**src/rtl/memaccess.sv**
```systemverilog
// -----------------------------------------------------------------------------
// memaccess -- memory-access (M) stage of the 5-stage MIPS pipeline.
//
// Sits between the execute->memory and memory->writeback pipeline registers.
// Performs byte / halfword / word loads and stores over a data-memory bus that
// may insert wait states, stalls the upstream pipeline while the bus is busy,
// aborts an access that waits too long, and registers the results into the
// M/W pipeline register.
//
// Ports
//   i_clk, i_nrst            clock (rising edge), asynchronous active-low reset
//   i_data_pc4               PC+4 of the instruction in M
//   i_data_alures            ALU result / effective address
//   i_data_rt                store data (already forwarded)
//   i_addr_regdst            destination register
//   i_con_Mmemread/_Mmemwrite load / store request (both set = store)
//   i_con_Msize              00 byte, 01 half, 1x word
//   i_con_Msigned            sign-extend byte/half loads
//   i_con_W*                 writeback controls carried into M/W
//   o_dmem_*                 data-memory bus request side
//   i_dmem_ack/_rdata        data-memory bus response side
//   o_con_stall              freeze PC, F/D and D/E/M registers
//   o_data_FMalures          M-stage forwarding value (= i_data_alures)
//   o_data_FWmemout          W-stage forwarding value (= o_data_memout)
//   o_data_*/o_addr_regdst/o_con_W*  M/W pipeline register
//   o_con_misalign/_buserr   one-cycle exception pulses
// -----------------------------------------------------------------------------
module memaccess #(
    parameter int P_TIMEOUT = 255   // max wait cycles for ack (1..1023)
) (
    input  logic        i_clk,
    input  logic        i_nrst,
    input  logic [31:0] i_data_pc4,
    input  logic [31:0] i_data_alures,
    input  logic [31:0] i_data_rt,
    input  logic [4:0]  i_addr_regdst,
    input  logic        i_con_Mmemread,
    input  logic        i_con_Mmemwrite,
    input  logic [1:0]  i_con_Msize,
    input  logic        i_con_Msigned,
    input  logic        i_con_Walupc8,
    input  logic        i_con_Wmemtoreg,
    input  logic        i_con_Wregwrite,
    output logic        o_dmem_req,
    output logic        o_dmem_we,
    output logic [31:0] o_dmem_addr,
    output logic [3:0]  o_dmem_be,
    output logic [31:0] o_dmem_wdata,
    input  logic        i_dmem_ack,
    input  logic [31:0] i_dmem_rdata,
    output logic        o_con_stall,
    output logic [31:0] o_data_FMalures,
    output logic [31:0] o_data_FWmemout,
    output logic [31:0] o_data_pc4,
    output logic [31:0] o_data_alures,
    output logic [31:0] o_data_memout,
    output logic [4:0]  o_addr_regdst,
    output logic        o_con_Walupc8,
    output logic        o_con_Wmemtoreg,
    output logic        o_con_Wregwrite,
    output logic        o_con_misalign,
    output logic        o_con_buserr
);

    localparam logic [9:0] LP_TIMEOUT = 10'(P_TIMEOUT);

    typedef enum logic {
        ST_IDLE = 1'b0,
        ST_WAIT = 1'b1
    } state_t;

    // -------------------------------------------------------------------------
    // State
    // -------------------------------------------------------------------------
    state_t      state_q, state_d;
    logic [9:0]  cnt_q, cnt_d;

    logic [31:0] pc4_q, pc4_d;
    logic [31:0] alures_q, alures_d;
    logic [31:0] memout_q, memout_d;
    logic [4:0]  regdst_q, regdst_d;
    logic        walupc8_q, walupc8_d;
    logic        wmemtoreg_q, wmemtoreg_d;
    logic        wregwrite_q, wregwrite_d;
    logic        misalign_q, misalign_d;
    logic        buserr_q, buserr_d;

    // -------------------------------------------------------------------------
    // Access decode
    // -------------------------------------------------------------------------
    logic access;
    logic is_byte;
    logic is_half;
    logic aligned;
    logic misalign;
    logic req;
    logic abort;
    logic complete;
    logic is_load;

    assign access  = i_con_Mmemread | i_con_Mmemwrite;
    assign is_byte = (i_con_Msize == 2'b00);
    assign is_half = (i_con_Msize == 2'b01);
    assign aligned = is_byte
                   | (is_half & ~i_data_alures[0])
                   | (i_con_Msize[1] & (i_data_alures[1:0] == 2'b00));
    // A store wins when both read and write are set.
    assign is_load = i_con_Mmemread & ~i_con_Mmemwrite;

    // Request and the exception decode are gated by reset so that the bus and
    // the stall line go quiet the moment reset is asserted, even mid-access.
    assign misalign = i_nrst & (state_q == ST_IDLE) & access & ~aligned;
    assign req      = i_nrst & (((state_q == ST_IDLE) & access & aligned)
                              | (state_q == ST_WAIT));
    assign abort    = (state_q == ST_WAIT) & ~i_dmem_ack & (cnt_q == LP_TIMEOUT);
    assign complete = req & i_dmem_ack;

    // The stall is released in the abort cycle so the pipeline moves on.
    assign o_con_stall = req & ~i_dmem_ack & ~abort;

    // -------------------------------------------------------------------------
    // Store lane steering and byte enables
    // -------------------------------------------------------------------------
    logic [31:0] wdata;
    logic [3:0]  be_raw;

    // NOTE: every signal written in an always_comb gets a default first so no
    // path can leave it unassigned and infer a latch.
    always_comb begin
        wdata  = i_data_rt;
        be_raw = 4'b1111;
        case (i_con_Msize)
            2'b00: begin
                wdata  = {4{i_data_rt[7:0]}};
                be_raw = 4'b0001 << i_data_alures[1:0];
            end
            2'b01: begin
                wdata  = {2{i_data_rt[15:0]}};
                be_raw = i_data_alures[1] ? 4'b1100 : 4'b0011;
            end
            default: begin
                wdata  = i_data_rt;
                be_raw = 4'b1111;
            end
        endcase
    end

    assign o_dmem_req   = req;
    assign o_dmem_we    = req & i_con_Mmemwrite;
    assign o_dmem_addr  = {i_data_alures[31:2], 2'b00};
    assign o_dmem_be    = req ? be_raw : 4'b0000;
    assign o_dmem_wdata = wdata;

    // -------------------------------------------------------------------------
    // Load lane extraction
    // -------------------------------------------------------------------------
    logic [7:0]  ld_byte;
    logic [15:0] ld_half;
    logic [31:0] ld_data;

    always_comb begin
        ld_byte = i_dmem_rdata[{i_data_alures[1:0], 3'b000} +: 8];
        ld_half = i_data_alures[1] ? i_dmem_rdata[31:16] : i_dmem_rdata[15:0];
        ld_data = i_dmem_rdata;
        case (i_con_Msize)
            2'b00: ld_data = i_con_Msigned ? {{24{ld_byte[7]}}, ld_byte}
                                           : {24'h000000, ld_byte};
            2'b01: ld_data = i_con_Msigned ? {{16{ld_half[15]}}, ld_half}
                                           : {16'h0000, ld_half};
            default: ld_data = i_dmem_rdata;
        endcase
    end

    // -------------------------------------------------------------------------
    // Bus FSM: next state and wait counter
    // -------------------------------------------------------------------------
    always_comb begin
        state_d = state_q;
        cnt_d   = cnt_q;
        case (state_q)
            ST_IDLE: begin
                if (req && !i_dmem_ack) begin
                    state_d = ST_WAIT;
                    cnt_d   = 10'd1;
                end
            end
            ST_WAIT: begin
                if (i_dmem_ack || abort) begin
                    state_d = ST_IDLE;
                    cnt_d   = 10'd0;
                end else begin
                    cnt_d = cnt_q + 10'd1;
                end
            end
            default: begin
                state_d = ST_IDLE;
                cnt_d   = 10'd0;
            end
        endcase
    end

    // -------------------------------------------------------------------------
    // M/W pipeline register next value
    // -------------------------------------------------------------------------
    always_comb begin
        pc4_d       = pc4_q;
        alures_d    = alures_q;
        memout_d    = memout_q;
        regdst_d    = regdst_q;
        walupc8_d   = 1'b0;
        wmemtoreg_d = 1'b0;
        wregwrite_d = 1'b0;
        misalign_d  = 1'b0;
        buserr_d    = 1'b0;

        if (o_con_stall || misalign || abort) begin
            // Bubble: writeback controls cleared, data fields hold.
            misalign_d = misalign;
            buserr_d   = abort;
        end else begin
            pc4_d       = i_data_pc4;
            alures_d    = i_data_alures;
            memout_d    = (complete && is_load) ? ld_data : 32'h0000_0000;
            regdst_d    = i_addr_regdst;
            walupc8_d   = i_con_Walupc8;
            wmemtoreg_d = i_con_Wmemtoreg;
            wregwrite_d = i_con_Wregwrite;
        end
    end

    // -------------------------------------------------------------------------
    // Registers
    // -------------------------------------------------------------------------
    // NOTE: sequential state is updated with non-blocking assignments so every
    // flop samples its _d value from before the edge, independent of order.
    always_ff @(posedge i_clk or negedge i_nrst) begin
        if (!i_nrst) begin
            state_q     <= ST_IDLE;
            cnt_q       <= 10'd0;
            pc4_q       <= 32'h0000_0000;
            alures_q    <= 32'h0000_0000;
            memout_q    <= 32'h0000_0000;
            regdst_q    <= 5'd0;
            walupc8_q   <= 1'b0;
            wmemtoreg_q <= 1'b0;
            wregwrite_q <= 1'b0;
            misalign_q  <= 1'b0;
            buserr_q    <= 1'b0;
        end else begin
            state_q     <= state_d;
            cnt_q       <= cnt_d;
            pc4_q       <= pc4_d;
            alures_q    <= alures_d;
            memout_q    <= memout_d;
            regdst_q    <= regdst_d;
            walupc8_q   <= walupc8_d;
            wmemtoreg_q <= wmemtoreg_d;
            wregwrite_q <= wregwrite_d;
            misalign_q  <= misalign_d;
            buserr_q    <= buserr_d;
        end
    end

    // -------------------------------------------------------------------------
    // Outputs
    // -------------------------------------------------------------------------
    assign o_data_FMalures = i_data_alures;
    assign o_data_FWmemout = memout_q;
    assign o_data_pc4      = pc4_q;
    assign o_data_alures   = alures_q;
    assign o_data_memout   = memout_q;
    assign o_addr_regdst   = regdst_q;
    assign o_con_Walupc8   = walupc8_q;
    assign o_con_Wmemtoreg = wmemtoreg_q;
    assign o_con_Wregwrite = wregwrite_q;
    assign o_con_misalign  = misalign_q;
    assign o_con_buserr    = buserr_q;

endmodule

```
**config.mk**
```make
export PLATFORM = sky130hd
export DESIGN_NAME = memaccess
export DESIGN_NICKNAME = d
export VERILOG_FILES = /design/src/rtl/memaccess.sv
export SDC_FILE = /design/constraint.sdc
export NUM_CORES = 1
export LEC_CHECK = 0
export ABC_CLOCK_PERIOD_IN_PS = 3250
export CORE_AREA = 2 2 150 152
export CTS_CLUSTER_SIZE = 14
export DETAILED_ROUTE_END_ITERATION = 6
export DIE_AREA = 0 0 152 154
export GPL_TIMING_DRIVEN = 0
export PLACE_DENSITY = 0.67
export SETUP_SLACK_MARGIN = 0.1
export SKIP_LAST_GASP = 1
export SLEW_MARGIN = 40
export SYNTH_ARGS = -nofsm -noshare
export SYNTH_HDL_FRONTEND = slang
export SYNTH_SLANG_ARGS = --single-unit
```
**constraint.sdc**
```tcl
create_clock -name i_clk -period 3.25 [get_ports i_clk]
set_input_delay 0.975 -clock i_clk [delete_from_list [all_inputs] [get_ports i_clk]]
set_output_delay 0.975 -clock i_clk [all_outputs]
set_load 0.05 [all_outputs]
```
Word level (Yosys, flattened, before mapping)
Cells that the tools add are included.
Widths: inputs -> output; s select.
{"block": "word_totals", "reg_bits": 117, "in_bits": 144, "output_inout_bits": 241, "word_cells": 70}
{"block": "op_classes", "add_sub_neg": 1, "n_eq_ne": 3, "n_shift": 2, "n_mux": 20, "n_bitwise": 25, "n_reduce_logical": 8}
{"op": "$pmux 32 s2", "count": 2}
{"op": "$mux 32", "count": 3}
{"op": "$shiftx 32x6->8", "count": 1}
{"op": "$mux 10", "count": 2}
{"op": "$pmux 10 s2", "count": 1}
{"op": "$mux 16", "count": 1}
{"op": "$and 1x1->1", "count": 15}
{"op": "$add 10x1->10 const B", "count": 1}
{"op": "$eq 10x8->1 const B", "count": 1}
{"op": "$mux 4", "count": 2}
{"op": "$pmux 4 s2", "count": 1}
{"op": "$mux 1", "count": 7}
{"op": "$not 1->1", "count": 6}
{"op": "$logic_not 2->1", "count": 2}
{"op": "$or 1x1->1", "count": 4}
{"op": "$shl 1x2->4 const A", "count": 1}
{"op": "$logic_or 1x1->1", "count": 3}
{"op": "$eq 2x1->1 const B", "count": 1}
{"op": "$logic_and 1x1->1", "count": 2}
{"op": "$ne 2x1->1 const B", "count": 1}
{"op": "$pmux 1 s2", "count": 1}
{"op": "$logic_not 1->1", "count": 1}

Logic depth before layout (Yosys ltp)
{"block": "logic_depth", "depth_word": 12, "mapped_depth": 8, "mapped_depth_nobuf": 5}

Least setup slack after synthesis
Ideal clock, no wire load.
{"block": "synth_path", "kind": "input -> output", "start": "input port i_data_alures[0]", "end": "output port o_con_stall", "arrival_time_ns": 2.915, "required_ns": 2.275, "slack_ns": -0.640, "path_stages": 5, "cell_sequence": "buf_2 o21a_1 o31ai_1 nand2_1 nor3b_1"}
{"block": "synth_via", "elab_chain_cells": 9, "word_cells_on_any_way": 11, "cone_classes": "bitwise: 10; reduce/logical: 1"}
{"element": "start: declaration", "line": "34", "rtl": "input logic [31:0] i_data_alures,"}
{"element": "$not 1->1", "line": "105", "rtl": "| (is_half & ~i_data_alures[0])"}
{"element": "$and 1x1->1", "line": "105"}
{"element": "$or 1x1->1", "line": "105"}
{"element": "$or 1x1->1 *", "line": "106", "rtl": "| (i_con_Msize[1] & (i_data_alures[1:0] == 2'b00));"}
{"element": "$and 1x1->1 *", "line": "113", "rtl": "assign req = i_nrst & (((state_q == ST_IDLE) & access & aligned)"}
{"element": "$or 1x1->1 *", "line": "114", "rtl": "| (state_q == ST_WAIT));"}
{"element": "$and 1x1->1 *", "line": "113"}
{"element": "$and 1x1->1 * (2 in series)", "line": "119", "rtl": "assign o_con_stall = req & ~i_dmem_ack & ~abort;"}
{"element": "end: declaration", "line": "51", "rtl": "output logic o_con_stall,"}
Mark *: on every way between the ends. The rest lies on a longest branch, timed or not.

Worst setup path after layout
{"block": "layout_path", "start": "input port i_data_rt[4]", "end": "output port o_dmem_wdata[4]"}
{"block": "layout_via", "elab_chain_cells": 1}
{"element": "start: declaration", "line": "35", "rtl": "input logic [31:0] i_data_rt,"}
{"element": "$pmux 32 s2", "line": "132", "rtl": "case (i_con_Msize)"}
{"element": "end: declaration", "line": "48", "rtl": "output logic [31:0] o_dmem_wdata,"}
Every way passes these cells.

==> flow_metrics.py <==
metrics = {
    "outcome": {
        "status": "complete, no violations",
    },
    "detailed_routing": {
        "drc": 0,
        "drtAntennaViolNets": 0,
        "vias": 6137,
        "vias_per_cell": 4.72,
        "drtIter0Drc": 307,
        "drt_wl_total_um": 24600,
        "routed_wire_length_per_instance_um": 18.9,
        "firstDrtPassIters": 4,
    },
    "worst_setup_path": {
        "path_max_fanout": 4,
        "required_ns": 2.27,
        "max_stage_delay_ns": 0.56,
        "cp_cell_sequence": "clkdlybuf4s50_1 -> buf_4 -> dlygate4sd2_1",
        "critPathArrivalTime_ns": 2.19,
        "setup.worst_path.end_class": "output port",
        "worstSetupPathType": "in2out",
        "critPathBufInv": 3,
        "rrSetupSlack_ns": 0.78,
        "startpoint_type": "primary input",
        "critPathSlowestCell": "clkdlybuf4s50_1",
        "cp_top_family": "buffers and inverters",
    },
    "logic_synthesis": {
        "syn_avg_cell_area_um2": 11.0,
        "yosysSeqAreaShare": 0.441,
        "async_reset_ff_frac": 1.00,
        "postSynthCellCount": 603,
        "ys_seq_elements": 117,
        "ys_types": 56,
        "synth-edff-count": 0,
        "yosys_warnings": 0,
        "synth_ff_type": "dfrtp_1",
        "syn_area_um2": 6640,
    },
    "die": {
        "die_x_um": 152,
        "initial_core_util": 0.306,
        "io_pins": 385,
        "dieArea_um2": 23400,
        "rows": 54,
        "core_um2": 21700,
        "dieHeight_um": 154,
    },
    "clock_tree": {
        "clk_pin_slew_ns": 0.06,
        "cts_buffer_depth": 2,
        "cts_hold_buf": 0,
        "tritoncts": "done",
        "cts-htree-levels": 4,
        "clkLatencyLatePin_ns": 0.42,
        "root_buffer": "clkbuf_16",
        "numCtsBuffers": 17,
        "cts_sinks": 117,
    },
    "sta": {
        "worst_pin_slew_ns": 0.797,
        "fin_skew_ns": 0.0111,
        "setup_ws_ns": 0.0810,
        "finalHoldViolCount": 0,
        "fmax_ghz": 0.316,
        "maxSlewViolCount": 0,
        "fin_crit_ns": 3.17,
        "fin_setup_tns_ns": 0,
        "setup_viol": 0,
        "timing.final.crit_share": 0.975,
        "slew_headroom": 0.466,
        "rsz0062_at_grt": "yes",
    },
    "placed_design": {
        "gp_congestion": 0.835,
        "dpl.hpwl_um": 19100,
        "place_ws_ns": -1.72,
        "place.port_buffers": 380,
        "dp_cells": 1265,
    },
    "layout": {
        "n_fill_cell": 1977,
        "drive_gt1_frac": 0.333,
        "area_growth_syn_to_layout_pct": 73.9,
        "layout_commonest_cell": "clkdlybuf4s50_1",
        "layout_common_cells": "275 x clkdlybuf4s50_1, 122 x buf_4, 117 x dfrtp_1",
        "utilization": 0.532,
        "fin_cells": 1299,
        "multiInputGateArea_um2": 2870,
        "final-seq-area_um2": 2930,
        "nets": 1150,
    },
    "global_routing": {
        "grt_pass1_vias": 6341,
        "antenna_found_initial": 1,
        "grt_start_max_net_pins": 65,
        "grt_pass1_wl_um": 37600,
        "grtUsageTotal": 0.208,
        "overflow": 0,
    },
    "flow_run": {
        "cap_violations": 0,
    },
    "hold_path": {
        "min_path_type": "reg2reg",
    },
    "power": {
        "power.internal_mw": 3.34,
        "pwr-share-comb": 0.340,
        "switching_share": 0.359,
        "power_density_nw_per_um2": 451,
        "p_switching_mw": 1.87,
        "ir_worst_vdd_uv": 268,
        "p_leak_nw": 5.13,
        "clock_power_share": 0.346,
        "p_seq_frac": 0.314,
    },
}
cell type report:
| class | count | area share |
|---|---|---|
| clock buffer | 18 | 0.0380 |
| buffer | 140 | 0.0949 |
| antenna | 1 | 0.000217 |
| tap | 280 | 0.0303 |
| timing repair buffer | 383 | 0.321 |
| multi-input combinational | 338 | 0.248 |
| inverter | 8 | 0.00260 |
| sequential | 117 | 0.254 |
| clock inverter | 14 | 0.0111 |
cell usage after synthesis (2+ instances only):
cell / number / area (um2)
dfrtp_1: 117 / 2930
buf_4: 112 / 841
mux2_2: 54 / 608
nand2_1: 42 / 158
mux2_4: 26 / 390
o21ai_0: 24 / 120
a21oi_1: 18 / 90.1
a22o_1: 18 / 158
nand2b_1: 17 / 106
clkbuf_1: 16 / 60.1
mux2i_1: 15 / 150
a211oi_1: 14 / 105
a31oi_1: 14 / 87.6
nand3_1: 14 / 70.1
nor2_1: 12 / 45.0
o2bb2ai_1: 9 / 78.8
inv_1: 8 / 30.0
a21o_1: 7 / 52.6
a32o_1: 7 / 70.1
buf_2: 7 / 35.0
nor2b_1: 5 / 31.3
and2_1: 3 / 18.8
and3_1: 3 / 18.8
buf_6: 3 / 33.8
nand4_1: 3 / 18.8
and4b_1: 2 / 20.0
buf_12: 2 / 40.0
nor4_1: 2 / 12.5
or3_1: 2 / 12.5
kinds of logic (layout without fill, tap and decap cells):
family | count (synthesis) | after routing | synth area share
other cells | 1 | 3 | 0.000565
simple gates | 115 | 115 | 0.0894
mux | 95 | 95 | 0.173
buf+inv | 149 | 563 | 0.157
fa+ha+maj | 1 | 1 | 0.00189
compound gates | 125 | 125 | 0.137
flops | 117 | 117 | 0.441
flip-flops by register name, summed over array words and instances, names as in the netlist, 5 cells and up:
signal,flops
o_data_alures,32
o_data_FWmemout,32
o_data_pc4,32
cnt_q,10
o_addr_regdst,5
power by group through the flow:
stage          logic, mW  clock network [mW]  registers [mW]
3_3_place_gp        1.78                   0            1.66
4_1_cts             1.78                1.86            1.64
5_1_grt             1.85                1.92            1.65
2_1_floorplan      0.747                   0            2.00
3_5_place_dp        1.79                   0            1.66
6_report            1.77                1.81            1.64
worst paths after layout:
kind	start	cells after the start	endpoint
setup reg to reg	cnt_q[0]	8	o_data_alures[5]
min in group asynchronous	i_nrst	1	o_data_pc4[2]
setup / recovery	i_data_rt[4]	3	o_dmem_wdata[4]
hold reg to reg	o_data_alures[8]	1	o_data_alures[8]
hold / removal	o_data_alures[8]	1	o_data_alures[8]
max in group asynchronous	i_nrst	2	o_data_alures[1]
per-layer routing:
metal / vias up / track usage / wire, um
met5: - / 0 / 0
met4: 0 / 0.0877 / 650
met3: 33 / 0.0465 / 1730
met2: 298 / 0.371 / 12700
met1: 2946 / 0.241 / 9570
li1: 2860 / - / -
metrics by stage:
step	hold WS [ns]	instance area [um2]	total power, mW
floorplan	0.457	6760	2.74
global placement	0.486	10900	3.44
detailed placement	0.491	10900	3.45
CTS	0.502	11500	5.28
global route	0.516	11500	5.42
finish	0.503	11500	5.21
repair_timing:
item	in CTS	in global routing
buffers inserted	2	0
pin swaps	4	3
hold endpoints to repair	0	0
resized for setup	316	54
endpoints found under the setup margin	100	37
Power figures use the tool's default switching activity.
